`src/rtl/uart_tx_queue.sv`:
```
// Byte FIFO plus issue FSM feeding a UART transmitter through a strobe/busy handshake.
// Define UART_TXQ_OVF_STICKY_EN for a sticky overflow flag; otherwise ovf_o is a one-cycle pulse.

module uart_tx_queue #(
    parameter int unsigned DEPTH_LOG2 = 4,
    parameter int unsigned DATA_W     = 8
) (
    input  logic                clk,
    input  logic                rst,
    input  logic                push_i,
    input  logic [DATA_W-1:0]   push_dat_i,
    input  logic                flush_i,
    output logic                full_o,
    output logic                empty_o,
    output logic [DEPTH_LOG2:0] count_o,
    output logic                ovf_o,
    input  logic                ovf_clr_i,
    output logic                uart_wr_o,
    output logic [DATA_W-1:0]   uart_dat_o,
    input  logic                uart_busy_i
);

    localparam int unsigned DEPTH = 2 ** DEPTH_LOG2;
    localparam logic [DEPTH_LOG2:0]   CNT_FULL = (DEPTH_LOG2 + 1)'(DEPTH);
    localparam logic [DEPTH_LOG2:0]   CNT_ONE  = (DEPTH_LOG2 + 1)'(1);
    localparam logic [DEPTH_LOG2-1:0] PTR_ONE  = DEPTH_LOG2'(1);

    typedef enum logic [1:0] {
        StIdle,
        StIssue,
        StWaitBusy,
        StWaitDone
    } state_t;

    state_t                r_state;
    state_t                w_state_nxt;
    logic [DATA_W-1:0]     r_mem [DEPTH];
    logic [DEPTH_LOG2-1:0] r_wr_ptr;
    logic [DEPTH_LOG2-1:0] r_rd_ptr;
    logic [DEPTH_LOG2:0]   r_count;
    logic [DEPTH_LOG2:0]   w_count_nxt;
    logic                  r_wr;
    logic                  w_wr_nxt;
    logic [DATA_W-1:0]     r_dat;
    logic                  r_ovf;
    logic                  w_pop;
    logic                  w_push_ok;
    logic                  w_ovf_evt;

    assign full_o     = (r_count == CNT_FULL);
    assign empty_o    = (r_count == '0);
    assign count_o    = r_count;
    assign uart_wr_o  = r_wr;
    assign uart_dat_o = r_dat;
    assign ovf_o      = r_ovf;

    // Fullness comes from the registered count, so a same-cycle pop never makes room.
    assign w_push_ok = push_i & ~full_o & ~flush_i;
    assign w_ovf_evt = push_i & full_o & ~flush_i;

    always_comb begin
        w_state_nxt = r_state;
        w_wr_nxt    = 1'b0;
        w_pop       = 1'b0;
        case (r_state)
            StIdle: begin
                if (r_count != '0) begin
                    w_pop       = 1'b1;
                    w_wr_nxt    = 1'b1;
                    w_state_nxt = StIssue;
                end
            end
            StIssue:    w_state_nxt = StWaitBusy;
            StWaitBusy: if (uart_busy_i) w_state_nxt = StWaitDone;
            StWaitDone: if (!uart_busy_i) w_state_nxt = StIdle;
            default:    w_state_nxt = StIdle;
        endcase
    end

    always_comb begin
        w_count_nxt = r_count;
        if (flush_i) begin
            w_count_nxt = '0;
        end else if (w_push_ok && !w_pop) begin
            w_count_nxt = r_count + CNT_ONE;
        end else if (!w_push_ok && w_pop) begin
            w_count_nxt = r_count - CNT_ONE;
        end
    end

    always_ff @(posedge clk) begin
        if (rst) begin
            r_state  <= StIdle;
            r_wr     <= 1'b0;
            r_dat    <= '0;
            r_wr_ptr <= '0;
            r_rd_ptr <= '0;
            r_count  <= '0;
        end else begin
            r_state <= w_state_nxt;
            r_wr    <= w_wr_nxt;
            r_count <= w_count_nxt;
            if (w_pop) begin
                r_dat <= r_mem[r_rd_ptr];
            end
            // Flush drops queued bytes only; a byte already latched for the FSM still goes out.
            if (flush_i) begin
                r_wr_ptr <= '0;
                r_rd_ptr <= '0;
            end else begin
                if (w_push_ok) r_wr_ptr <= r_wr_ptr + PTR_ONE;
                if (w_pop)     r_rd_ptr <= r_rd_ptr + PTR_ONE;
            end
        end
    end

    always_ff @(posedge clk) begin
        if (w_push_ok) begin
            r_mem[r_wr_ptr] <= push_dat_i;
        end
    end

`ifdef UART_TXQ_OVF_STICKY_EN
    always_ff @(posedge clk) begin
        if (rst) begin
            r_ovf <= 1'b0;
        end else if (w_ovf_evt) begin
            r_ovf <= 1'b1;
        end else if (ovf_clr_i) begin
            r_ovf <= 1'b0;
        end
    end
`else
    always_ff @(posedge clk) begin
        if (rst) begin
            r_ovf <= 1'b0;
        end else begin
            r_ovf <= w_ovf_evt;
        end
    end
`endif

endmodule

```
`config.mk`:
```
export PLATFORM = sky130hd
export DESIGN_NAME = uart_tx_queue
export DESIGN_NICKNAME = d
export VERILOG_FILES = /design/src/rtl/uart_tx_queue.sv
export SDC_FILE = /design/constraint.sdc
export NUM_CORES = 1
export LEC_CHECK = 0
export BUFFER_PORTS_ARGS = -buffer_cell sky130_fd_sc_hd__buf_2
export CAP_MARGIN = 40
export CORE_UTILIZATION = 53
export CTS_CLUSTER_SIZE = 24
export DETAILED_ROUTE_END_ITERATION = 10
export GPL_ROUTABILITY_DRIVEN = 0
export PLACE_DENSITY = 0.7
export SETUP_SLACK_MARGIN = 0.15
export SLEW_MARGIN = 10
export SYNTH_ARGS = -nofsm -noshare
export SYNTH_HDL_FRONTEND = slang
export SYNTH_SLANG_ARGS = --single-unit
```
`constraint.sdc`:
```
create_clock -name clk -period 3.8 [get_ports clk]
set_clock_uncertainty 0.15 [all_clocks]
set_input_delay 0.95 -clock clk [delete_from_list [all_inputs] [get_ports clk]]
set_output_delay 0.95 -clock clk [all_outputs]
set_load 0.03 [all_outputs]
```
==> results of run 1 <==
## cells by family (layout without fill, tap and decap cells)
logic type,count (synthesis),in the layout,share of synthesized area (%)
simple gates,77,77,6.01
flops,153,153,70.0
fa+ha+maj,13,13,2.74
buf+inv,32,77,2.38
mux,70,70,11.3
xor+xnor,9,9,1.27
compound gates,56,56,6.29
## sequential cells by signal (all words and copies together) (netlist names)
register / count
r_state: 2
uart_dat_o: 8
ovf_o: 1
r_rd_ptr: 4
r_wr_ptr: 4
count_o: 5
r_mem: 128
uart_wr_o: 1
## report_power, final
part,switching (W),leakage [nW],internal [W]
Sequential,0.0000791,1.36,0.00189
Clock,0.000604,0.295,0.00108
Combinational,0.000609,0.670,0.000356
Total,0.00129,2.32,0.00333
## routing by layer
metal / track usage (%) / vias up / routed length, µm
li1: - / 1644 / -
met1: 30.3 / 1748 / 5360
met2: 36.0 / 102 / 6010
met3: 5.00 / 14 / 866
met4: 10.6 / 0 / 205
met5: 0 / - / 0
## worst register-to-register path, stage by stage (launching register included)
cell and delay [ns]:
sky130_fd_sc_hd__dfxtp_1 0.47, sky130_fd_sc_hd__nor4_2 0.09, sky130_fd_sc_hd__buf_4 0.17, sky130_fd_sc_hd__a211oi_1 0.50, sky130_fd_sc_hd__ha_1 0.28, sky130_fd_sc_hd__inv_1 0.12
sky130_fd_sc_hd__fa_1 0.42, sky130_fd_sc_hd__a21o_1 0.17, sky130_fd_sc_hd__a21oi_1 0.17, sky130_fd_sc_hd__mux2i_1 0.24, sky130_fd_sc_hd__mux2i_1 0.19
## per-stage QoR
stage / util, % / hold WS [ns]
floorplan: - / 0.341
global placement: 56.7 / 0.338
detailed placement: 56.7 / 0.341
CTS: 61.9 / 0.349
global route: 61.9 / 0.362
finish: 61.9 / 0.347
## Yosys cell counts, types with 5 or more instances
master                     instances
sky130_fd_sc_hd__a211oi_1         10
sky130_fd_sc_hd__nor4_1            9
sky130_fd_sc_hd__dfxtp_1          25
sky130_fd_sc_hd__clkbuf_1          7
sky130_fd_sc_hd__edfxtp_1        128
sky130_fd_sc_hd__inv_1             9
sky130_fd_sc_hd__nor3_1            5
sky130_fd_sc_hd__o22ai_1          32
sky130_fd_sc_hd__a21oi_1           5
sky130_fd_sc_hd__buf_2            10
sky130_fd_sc_hd__nand2_1           8
sky130_fd_sc_hd__nor2_1           39
sky130_fd_sc_hd__ha_1             12
sky130_fd_sc_hd__xor2_1            5
sky130_fd_sc_hd__mux2i_1          69
## worst paths after layout
check                     start       endpoint  slack, ns  depth (start not counted)
setup reg to reg     count_o[0]     count_o[4]       0.79                         10
hold reg to reg   uart_dat_o[0]  uart_dat_o[0]       0.35                          2
setup / recovery     count_o[0]     count_o[4]       0.79                         10
hold / removal    uart_dat_o[0]  uart_dat_o[0]       0.35                          2
## cell type report
| class | instances | area (µm²) |
|---|---|---|
| Sequential cell | 153 | 4350 |
| Fill cell | 862 | 4350 |
| Multi-Input combinational cell | 225 | 1710 |
| Clock buffer | 20 | 437 |
| Timing Repair Buffer | 37 | 205 |
| Tap cell | 143 | 179 |
| Clock inverter | 11 | 154 |
| Inverter | 9 | 33.8 |
==> results by stage, run 1 <==
Status:
- The flow ran to the end, and the final reports show no timing, DRC or antenna violations.

GRT:
- The number of global-route vias before repair is 3476.
- The global-route wire length before repair is 18.9 mm.
- The largest net degree at the start of global routing is 43.
- The global-route usage over all layers is 22.8%.
- For this run the aggregate overflow at the end of global routing stands at 0.
- The number of antenna violations at the first check in global routing was 0.

Route:
- The remaining antenna violation count is 0.
- After detailed routing, the number of remaining DRC violations is 0.
- The total wire length after detailed routing is 12.4 mm.
- For this block, the initial DRC count from the detailed router was 279.
- Summing over every cut layer, the via total after detailed routing is 3508.
- The average vias per placed instance is 5.87.
- The number of detailed-routing iterations run before antenna repair is 4.
- The average wire per cell in the routed design is 20.8 µm.

Finish:
- The area of all placed cells without fillers is 7070 µm².
- Of the cells placed in the final design, the portion with a size suffix greater than 1 is 15.4%.
- Compared with the post-synthesis result, the final layout area differs by 13.9%.
- The number of standard cells in the layout, taps in and fillers out is 598.
- The library cell used most frequently in the layout, excluding fill and tap cells, is sky130_fd_sc_hd__edfxtp_1.
- Leaving out fill and tap cells, the most frequent cells in the layout are sky130_fd_sc_hd__edfxtp_1, sky130_fd_sc_hd__mux2i_1, sky130_fd_sc_hd__nor2_1.
- The repair_antennas step left the layout with diodes totalling 0.
- At the end of the flow, the number of nets in the layout was 470.

Yosys:
- Sorting the synthesized cells by area gives the leading types as sky130_fd_sc_hd__edfxtp_1, sky130_fd_sc_hd__mux2i_1, sky130_fd_sc_hd__dfxtp_1.
- The number of synthesized flops with an enable pin is 128.
- The gate count after technology mapping is 410.
- During synthesis, Yosys emitted a total of 0 warnings.
- Of all cell types, the one taking the most synthesized area is sky130_fd_sc_hd__edfxtp_1.
- The netlist uses 36 different library cells.
- When the netlist entered floorplanning its net count stood at 437.
- The share of the Yosys chip area taken by registers is 70.0%.
- The register bit total from synthesis is 153.
- The proportion of netlist area held by the largest area contributor is 61.9%.
- Counting flops with an async set or reset pin after synthesis yields a share of 0%.
- The synthesized area per cell is 15.1 µm².
- The total standard cell area after synthesis is 6210 µm².
- For this run, the leading register cell type out of synthesis is sky130_fd_sc_hd__edfxtp_1.

Setup path:
- At the worst endpoint, the required time is 3.99 ns.
- Grouping stages by cell kind, the critical path spends the most delay in compound AO/OA/AOI/OAI gates.
- The nature of the critical path endpoint is a flip-flop.
- The maximum fanout along the worst path is 6.
- In this design, the stage delay of the slowest critical-path cell is 0.49 ns.
- Together, buffers and inverters on the worst path number 2.
- Data arrives at the worst endpoint at 3.20 ns.
- The signal on the critical path passes through nor4_2 > buf_4 > a211oi_1 > ha_1 > inv_1 > fa_1 > a21o_1 > a21oi_1 > mux2i_1 > mux2i_1.
- STA classifies the critical path startpoint as a flip-flop.
- By startpoint and endpoint, the worst setup path is classified as flip-flop to flip-flop.
- The critical path's most frequent cell is sky130_fd_sc_hd__mux2i_1.
- The largest individual stage delay along the critical path comes from the cell sky130_fd_sc_hd__a211oi_1.

Floorplan:
- The I/O pin count is 31.
- The die footprint is 12100 µm².
- The initial core utilization is 54.4%.
- The die is 110 µm wide.
- Row generation in the floorplan step produced 39 rows.
- The area of the core is 11400 µm².
- The die boundary height is 110 µm.

CTS:
- After clock tree synthesis, the flow added hold-fix buffers numbering 0.
- The clock drives 153 sinks.
- For the worst-skew pair, the clock arrives at the later sink with an insertion delay of 0.42 ns.
- The post-CTS resize count is 0.
- The clock transition at the registers of the reported paths is 0.06 ns.
- The CTS buffer count is 17.
- The cell at the root of the clock tree is sky130_fd_sc_hd__clkbuf_16.
- In this run the number of H-tree levels came out at 4.
- Once the clock tree was built, the setup fixing pass inserted 0 buffers.
- No sink is reached through more buffers than the 2 on the longest clock path.
- TritonCTS built the clock tree.

Timing:
- The max-slew violation count came to 0.
- After layout, the minimum clock period comes to 3.01 ns.
- The count of final hold-check violations is 0.
- Setup repair after global routing left no endpoint under its margin.
- The worst path uses 79.2% of the clock period.
- In the post-route analysis, the smallest setup slack over all paths is 0.789 ns.
- In this run the tightest slew margin relative to its limit is 42.5%.
- The slew at the pin closest to its max-slew limit is 0.859 ns.
- The sum of negative setup slack is 0 ns.
- The total setup violations reported at the end of the flow is 0.
- Timing would allow up to 0.332 GHz.

Placement:
- The detailed placement HPWL is 8.01 mm.
- Summing all placed instances gives a cell area of 6480 µm².
- Including well taps, the total number of placed cells is 567.
- The number of input and output port buffers inserted is 29.
- The worst setup slack after placement is 0.454 ns.

Pwr:
- The overall power of the completed layout is 0.00463 W.
- The power per cell area is 654 nW/µm².
- The largest voltage drop on the vdd net is 506 µV.
- The analysis attributes to cell leakage a power of 2.32 nW.

Hold path:
- The worst hold path belongs to the class flip-flop to flip-flop.

Flow run:
- Max-cap violations in this run came to 0.
Note: power is estimated with default switching activity, not from simulation.
==> inputs of run 2 (changes only) <==
--- a/config.mk
+++ b/config.mk
@@ -11,7 +11,7 @@
 export CTS_CLUSTER_SIZE = 24
 export DETAILED_ROUTE_END_ITERATION = 10
 export GPL_ROUTABILITY_DRIVEN = 0
-export PLACE_DENSITY = 0.7
+export PLACE_DENSITY = 0.73
 export SETUP_SLACK_MARGIN = 0.15
 export SLEW_MARGIN = 10
 export SYNTH_ARGS = -nofsm -noshare
==> constraint.sdc (replaced) <==
create_clock -name clk -period 2.48 [get_ports clk]
set_clock_uncertainty 0.15 [all_clocks]
set_input_delay 0.62 -clock clk [delete_from_list [all_inputs] [get_ports clk]]
set_output_delay 0.62 -clock clk [all_outputs]
set_load 0.03 [all_outputs]
==> run 2 against run 1 <==
Critical path depth shrank 6. Design area grew 5.9%. Register-to-register slack lost 0.75 ns. Sequential power grew 53%. Global-route usage is essentially flat. Die area is the same. First-iteration DRC count grew 53%. Wire length grew 1.9%. Via count grew 4.1%. Critical path type is now flip-flop to output pin.
==> results by stage, run 2 (same netlist as run 1, synthesis figures left out) <==
GRT:
- The largest net degree at the start of global routing is 45 (+4.7%).
- The global-route wire length before repair is 19.3 mm (+2.0%).
- The global-route usage over all layers is 22.8% (+0.033 points).
- The overall overflow remaining after global route was 0 (unchanged).
- The number of antenna violations at the first check in global routing is 0 (unchanged).
- The number of global-route vias before repair was 3631 (+4.5%).

Setup path:
- The cell depth of the worst flop-to-flop path is 11 (+1).
- The worst-path cell with the longest stage delay is sky130_fd_sc_hd__or4_4.
- By startpoint and endpoint, the worst setup path is classified as flip-flop to output pin.
- The critical path launch point type is a flip-flop.
- The critical path depth in cells came to 4 (-6).
- The critical path required time is 1.71 ns (-2.28 ns).
- The largest delay contributor family on the critical path is simple AND/OR/NAND/NOR gates.
- Walking the worst path, the cells encountered are buf_6 > or4_4 > nor2_4 > buf_6.
- The worst setup path is captured at an output pin.
- The minimum setup slack among reg-to-reg paths came to 0.04 ns (-0.75 ns).
- The cell that appears most often on the critical path is sky130_fd_sc_hd__buf_6.
- The maximum fanout along the worst path is 4 (-2).
- The delay of the slowest critical-path stage is 0.57 ns (+0.08 ns).
- The terminus of the critical flop-to-flop path is count_o[4].
- The reg-to-reg critical path startpoint is count_o[1].
- The count of buffer and inverter cells on the critical path is 2 (unchanged).
- The data arrival time of the worst path is 1.69 ns (-1.51 ns).

Timing:
- The share of the clock period used by the worst path is 99.3%.
- Setup repair after global routing could not meet its margin everywhere.
- The maximum clock rate is 0.406 GHz.
- The slew at the pin closest to its max-slew limit was 0.535 ns (-0.324 ns).
- The total setup violations reported at the end of the flow is 0 (unchanged).
- The count of final hold-check violations came to 0 (unchanged).
- The worst path needs 2.46 ns of the cycle, external delays included.
- The relative slew slack was 63.4% (+21 points).
- The sum of negative setup slack is 0 ns (unchanged).
- The max-slew violation count is 0 (unchanged).

Floorplan:
- The initial core utilization is 54.4% (unchanged).
- The die width came to 110 µm (unchanged).
- The row count was 39 (unchanged).
- The die boundary height is 110 µm (unchanged).
- The die footprint is 12100 µm² (unchanged).
- The I/O pin count is 31 (unchanged).
- The area of the core is 11400 µm² (unchanged).

CTS:
- The clock latency of the later-clocked register in the worst-skew pair is 0.42 ns (about the same).
- The largest buffer count on any clock path is 2 (unchanged).
- The total number of clock tree sinks is 153 (unchanged).
- The CTS tree is built.
- The clock transition at the registers of the reported paths is 0.06 ns (about the same).
- The count of H-tree levels built during CTS is 4 (unchanged).
- The cell at the root of the clock tree is sky130_fd_sc_hd__clkbuf_16.
- The CTS buffer count came to 17 (unchanged).

Hold path:
- The endpoint of the worst hold-timing path is uart_dat_o[6].
- The start point of the worst hold path is uart_dat_o[6].
- The type of the worst min-delay path is flip-flop to flip-flop.
- The hold-critical path depth came to 2 (unchanged).

Pwr:
- The overall power of the completed layout was 0.00756 W (+63%).
- The largest voltage drop on the vdd net is 1130 µV (+120%).
- The combinational cell fraction of total power is 27.7% (+6.8 points).
- The proportion of power drawn by flip-flops and latches is 39.9% (-2.7 points).
- The power per cell area is 1010 nW/µm² (+54%).
- The switching portion of total power came to 30.3% (+2.3 points).
- The internal power of the cells is 0.00527 W (+58%).
- The share of total power in the clock network is 32.4% (-4.1 points).
- The net switching component of the power is 0.00229 W (+77%).
- The leakage power was 2.51 nW (+8.2%).

Route:
- The detailed router's first-iteration violation count is 426 (+53%).
- The total via count after detailed routing is 3653 (+4.1%).
- The total wire length after detailed routing came to 12.7 mm (+1.9%).
- The average vias per placed instance is 5.77 (-1.6%).
- The number of detailed-routing iterations run before antenna repair is 5 (+1).
- The average wire per cell in the routed design is 20.0 µm (-3.8%).
- The remaining antenna violation count came to 0 (unchanged).
- The residual DRC count came to 0 (unchanged).

Finish:
- The most frequent standard cell in the layout excluding fill and tap cells is sky130_fd_sc_hd__edfxtp_1.
- The layout net count was 504 (+7.2%).
- The number of flip-flops in the largest register was 128 (unchanged).
- The antenna cell count is 0 (unchanged).
- The area of all placed cells without fillers is 7490 µm² (+5.9%).
- Counting flops per register, the top entry is r_mem.
- The layout filler cell count is 781 (-9.4%).
- In the layout the commonest cells are sky130_fd_sc_hd__edfxtp_1, sky130_fd_sc_hd__mux2i_1, sky130_fd_sc_hd__buf_4.
- The area growth from synthesis to layout is 20.7%.
- The share of post-route cells with drive strength above 1 came to 26.7% (+11 points).

Flow run:
- The number of violations of the max-capacitance limit was 0 (unchanged).

Placement:
- The area of placed instances is 6770 µm² (+4.5%).
- The number of input and output port buffers inserted was 29 (unchanged).
- The detailed placement HPWL is 8.32 mm (+3.8%).

Status:
- The run finished with clean final reports.
==> run 2: cell types whose count changed in the layout (fill, tap and decap cells not counted), moves of 4 or more <==
| cell | delta |
|---|---|
| sky130_fd_sc_hd__clkinvlp_4 | +4 |
| sky130_fd_sc_hd__dfxtp_4 | +4 |
| sky130_fd_sc_hd__clkinv_4 | +5 |
| sky130_fd_sc_hd__clkinv_2 | -5 |
| sky130_fd_sc_hd__inv_6 | +5 |
| sky130_fd_sc_hd__buf_4 | +27 |
| sky130_fd_sc_hd__dfxtp_1 | -5 |
| sky130_fd_sc_hd__buf_6 | +6 |
| sky130_fd_sc_hd__nor2_1 | -5 |
==> run 2: metrics by stage <==
stage / hold WS (ns) / util (%) / std cells / worst slack (ns)
floorplan: 0.341 / - / 410 / -0.0354
global placement: 0.338 / 59.2 / 592 / -0.111
detailed placement: 0.343 / 59.3 / 593 / -0.165
CTS: 0.351 / 64.8 / 629 / -0.0110
global route: 0.370 / 65.6 / 633 / -0.0763
finish: 0.345 / 65.6 / 633 / 0.0162
==> run 2: cell type report <==
type | count | area [µm²] | area share (%)
clock buffer | 17 | 425 | 5.68
clock inverter | 15 | 145 | 1.94
inverter | 9 | 40.0 | 0.535
multi-input combinational | 225 | 1820 | 24.4
sequential | 153 | 4360 | 58.3
tap | 143 | 179 | 2.39
timing repair buffer | 71 | 510 | 6.82
==> run 2: tightest hold or removal path: stages, from the launching register on <==
cell and delay, ns:
sky130_fd_sc_hd__dfxtp_1 0.31, sky130_fd_sc_hd__nor2_1 0.09, sky130_fd_sc_hd__a211oi_1 0.05
==> run 2: layer usage <==
layer / share of wire, % / GRT usage, % / vias to the layer above
met3: 6.3 / 6.88 / 15
met1: 43 / 29.3 / 1799
met2: 49 / 37.2 / 131
met4: 1.4 / 7.61 / 0
li1: - / - / 1708
met5: 0 / 0 / -
==> run 2: power groups by stage <==
stage	Sequential [W]	Clock (W)	Combinational, W
final	0.00302	0.00245	0.00209
after detailed placement	0.00306	0	0.00175
after global routing	0.00303	0.00259	0.00227
after global placement	0.00305	0	0.00170
after floorplan	0.00320	0	0.00106
after CTS	0.00301	0.00248	0.00191
==> run 2: what timing repair did <==
action / CTS / global route
pin swaps: 6 / 9
hold endpoints to repair: 0 / 0
buffers inserted: 4 / 4
gates resized for setup: 8 / 13
setup endpoints to repair: 4 / 21
hold buffers: 0 / 0
==> run 2: how the worst max path moves through the flow <==
| stage | startpoint | end | slack (ns) |
|---|---|---|---|
| CTS | count_o[3] | full_o | -0.01 |
| finish | count_o[2] | full_o | 0.02 |
| global placement | flush_i | r_mem[3][3] | -0.11 |
| floorplan | count_o[3] | count_o[4] | -0.04 |
| global route | count_o[1] | count_o[4] | -0.08 |
| detailed placement | flush_i | count_o[4] | -0.16 |
==> inputs of run 3 (changes only) <==
--- a/config.mk
+++ b/config.mk
@@ -12,6 +12,7 @@
 export DETAILED_ROUTE_END_ITERATION = 10
 export GPL_ROUTABILITY_DRIVEN = 0
 export PLACE_DENSITY = 0.73
+export RECOVER_POWER = 100
 export SETUP_SLACK_MARGIN = 0.15
 export SLEW_MARGIN = 10
 export SYNTH_ARGS = -nofsm -noshare
==> run 3 against run 2 <==
First-iteration DRC count shrank 4.5%. Sequential share of layout area grew 0.078 points. Setup slack lost 0.0030 ns. Global-route usage is the same. Design area shrank 0.13%. Die area is the same. Sequential power is essentially flat. Utilization shrank 0.088 points. Critical path depth is the same. Power is essentially flat. Critical endpoint unchanged.
==> results by stage, run 3 (same netlist as run 1, synthesis figures left out) <==
Route:
- The remaining antenna violation count came to 0 (unchanged).
- The detailed router's first-iteration violation count is 407 (-4.5%).
- The average wire per cell in the routed design was 20.1 µm (+0.18%).
- The number of detailed-routing iterations run before antenna repair is 4 (-1).
- The total wire length after detailed routing is 12.7 mm (+0.18%).
- The total via count after detailed routing is 3673 (+0.55%).
- The residual DRC count is 0 (unchanged).
- The average vias per placed instance is 5.80 (+0.55%).

Pwr:
- The leakage power is 2.49 nW (-0.88%).
- The overall power of the completed layout is 0.00756 W (about the same).
- The proportion of power drawn by flip-flops and latches came to 39.9% (about the same).
- The switching portion of total power is 30.3% (+0.056 points).
- The largest voltage drop on the vdd net is 1130 µV (-0.12%).
- The share of total power in the clock network was 32.4% (about the same).
- The internal power of the cells is 0.00527 W (about the same).
- The net switching component of the power was 0.00229 W (+0.24%).
- The combinational cell fraction of total power is 27.7% (about the same).
- The power per cell area is 1010 nW/µm² (+0.19%).

GRT:
- The overall overflow remaining after global route is 0 (unchanged).
- The global-route usage over all layers came to 22.8% (unchanged).
- The number of antenna violations at the first check in global routing is 0 (unchanged).
- The global-route wire length before repair is 19.3 mm (unchanged).
- The number of global-route vias before repair came to 3631 (unchanged).
- The largest net degree at the start of global routing is 45 (unchanged).

Hold path:
- In this run the most critical hold path is launched from uart_dat_o[6].
- The endpoint of the worst hold-timing path is uart_dat_o[6].
- The type of the worst min-delay path is flip-flop to flip-flop.
- The hold-critical path depth came to 2 (unchanged).

Placement:
- The worst setup slack after placement is -0.165 ns (unchanged).
- The number of input and output port buffers inserted is 29 (unchanged).
- The area of placed instances is 6770 µm² (unchanged).
- The detailed placement HPWL is 8.32 mm (unchanged).

Setup path:
- The cell depth of the worst flop-to-flop path is 11 (unchanged).
- The terminus of the critical flop-to-flop path is count_o[4].
- The launch point of the critical path is count_o[2].
- The data arrival time of the worst path is 1.70 ns (about the same).
- The minimum setup slack among reg-to-reg paths is 0.04 ns (about the same).
- The critical path required time is 1.71 ns (about the same).
- Traced cell by cell, the critical path runs through buf_6 > or4_4 > nor2_4 > buf_6.
- The delay of the slowest critical-path stage is 0.57 ns (about the same).
- The nature of the critical path endpoint is an output pin.
- The maximum fanout along the worst path is 4 (unchanged).
- The category of the critical setup timing path is flip-flop to output pin.
- The largest individual stage delay along the critical path comes from the cell sky130_fd_sc_hd__or4_4.
- The critical path's most frequent cell is sky130_fd_sc_hd__buf_6.
- In this run the critical register-to-register path is launched from count_o[1].
- The worst setup path is launched from a flip-flop.

Floorplan:
- The die boundary height is 110 µm (unchanged).
- The I/O pin count is 31 (unchanged).
- The die width is 110 µm (unchanged).
- The initial core utilization came to 54.4% (unchanged).
- The row count came to 39 (unchanged).
- The die footprint is 12100 µm² (unchanged).
- The area of the core was 11400 µm² (unchanged).

CTS:
- The clock transition at the registers of the reported paths was 0.06 ns (about the same).
- The clock latency of the later-clocked register in the worst-skew pair is 0.42 ns (about the same).
- The count of H-tree levels built during CTS was 4 (unchanged).
- The root buffer cell chosen for the clock tree is sky130_fd_sc_hd__clkbuf_16.
- TritonCTS built the clock tree.
- The largest buffer count on any clock path is 2 (unchanged).
- The CTS buffer count is 17 (unchanged).
- The total number of clock tree sinks is 153 (unchanged).

Timing:
- The max-slew violation count is 0 (unchanged).
- The final hold slack is 0.345 ns (+0.0000520 ns).
- Setup repair after global routing could not meet its margin everywhere.
- The slew at the pin closest to its max-slew limit is 0.908 ns (+0.373 ns).
- The minimum period implied by the final worst setup slack is 2.47 ns (+0.00296 ns).
- The share of the clock period used by the worst path was 99.5% (+0.12 points).
- The total setup violations reported at the end of the flow is 0 (unchanged).
- The count of final hold-check violations is 0 (unchanged).
- The worst path setup slack after routing is 0.0133 ns (-0.00296 ns).
- The maximum clock rate was 0.405 GHz (-0.12%).
- The relative slew slack is 39.5% (-24 points).

Finish:
- The layout net count is 504 (unchanged).
- The number of flip-flops in the largest register is 128 (unchanged).
- The most frequent standard cell in the layout excluding fill and tap cells is sky130_fd_sc_hd__edfxtp_1.
- The layout filler cell count is 789 (+1.0%).
- The register ranked first by flip-flop count is r_mem.
- The area used by sequential logic in the layout is 4360 µm² (unchanged).
- Relative to the synthesized area, the layout overhead comes to 20.5%.
- The library cells used most frequently in the layout, excluding fill and tap cells, are sky130_fd_sc_hd__edfxtp_1, sky130_fd_sc_hd__mux2i_1, sky130_fd_sc_hd__buf_4.
- The antenna cell count is 0 (unchanged).
- The area occupied by multi-input gates came to 1820 µm² (unchanged).
- The share of post-route cells with drive strength above 1 is 25.1% (-1.6 points).
- The area of all placed cells without fillers is 7480 µm² (-0.13%).

Flow run:
- The number of violations of the max-capacitance limit is 0 (unchanged).

Status:
- The run finished with clean final reports.
run 3: power by group through the flow:
stage | combinational, W | sequential [W] | clock (W)
floorplan | 0.00106 | 0.00320 | 0
global placement | 0.00170 | 0.00305 | 0
detailed placement | 0.00175 | 0.00306 | 0
CTS | 0.00191 | 0.00301 | 0.00248
global route | 0.00226 | 0.00303 | 0.00259
finish | 0.00209 | 0.00302 | 0.00245
run 3: worst max path at each step:
stage	endpoint	slack, ns	cells past startpoint
global route	count_o[4]	-0.08	11
floorplan	count_o[4]	-0.04	10
detailed placement	count_o[4]	-0.16	9
finish	full_o	0.01	4
global placement	r_mem[3][3]	-0.11	5
CTS	full_o	-0.01	4
run 3: metrics by stage:
| step | util, % | cells | setup TNS [ns] |
|---|---|---|---|
| floorplan | - | 410 | -0.0354 |
| global placement | 59.2 | 592 | -1.01 |
| detailed placement | 59.3 | 593 | -0.216 |
| CTS | 64.8 | 629 | -0.0110 |
| global route | 65.5 | 633 | -0.162 |
| finish | 65.5 | 633 | 0 |
run 3: layer usage:
metal,vias up,part of all wire [%],track usage (%)
met5,-,0,0
met4,0,1.6,7.61
met3,17,6.4,6.88
met2,133,49,37.2
met1,1810,43,29.3
li1,1713,-,-
run 3: layout make-up:
type,count,share of cell area (%)
clock buffers,17,5.69
inverters,9,0.535
repair buffers,71,6.69
multi-input cells,225,24.4
flip-flops and latches,153,58.4
clock inverters,15,1.94
well taps,143,2.39
run 3: critical path, delay by kind of cell (launching register included):
family	cells	cell delay, ns
simple gates	2	0.68
buf+inv	2	0.25
flops	1	0.35
run 3: timing repair:
item	CTS	global route
setup buffers	4	4
setup endpoints to repair	4	21
hold buffers	0	0
pin swaps	6	9
resized for setup	8	13
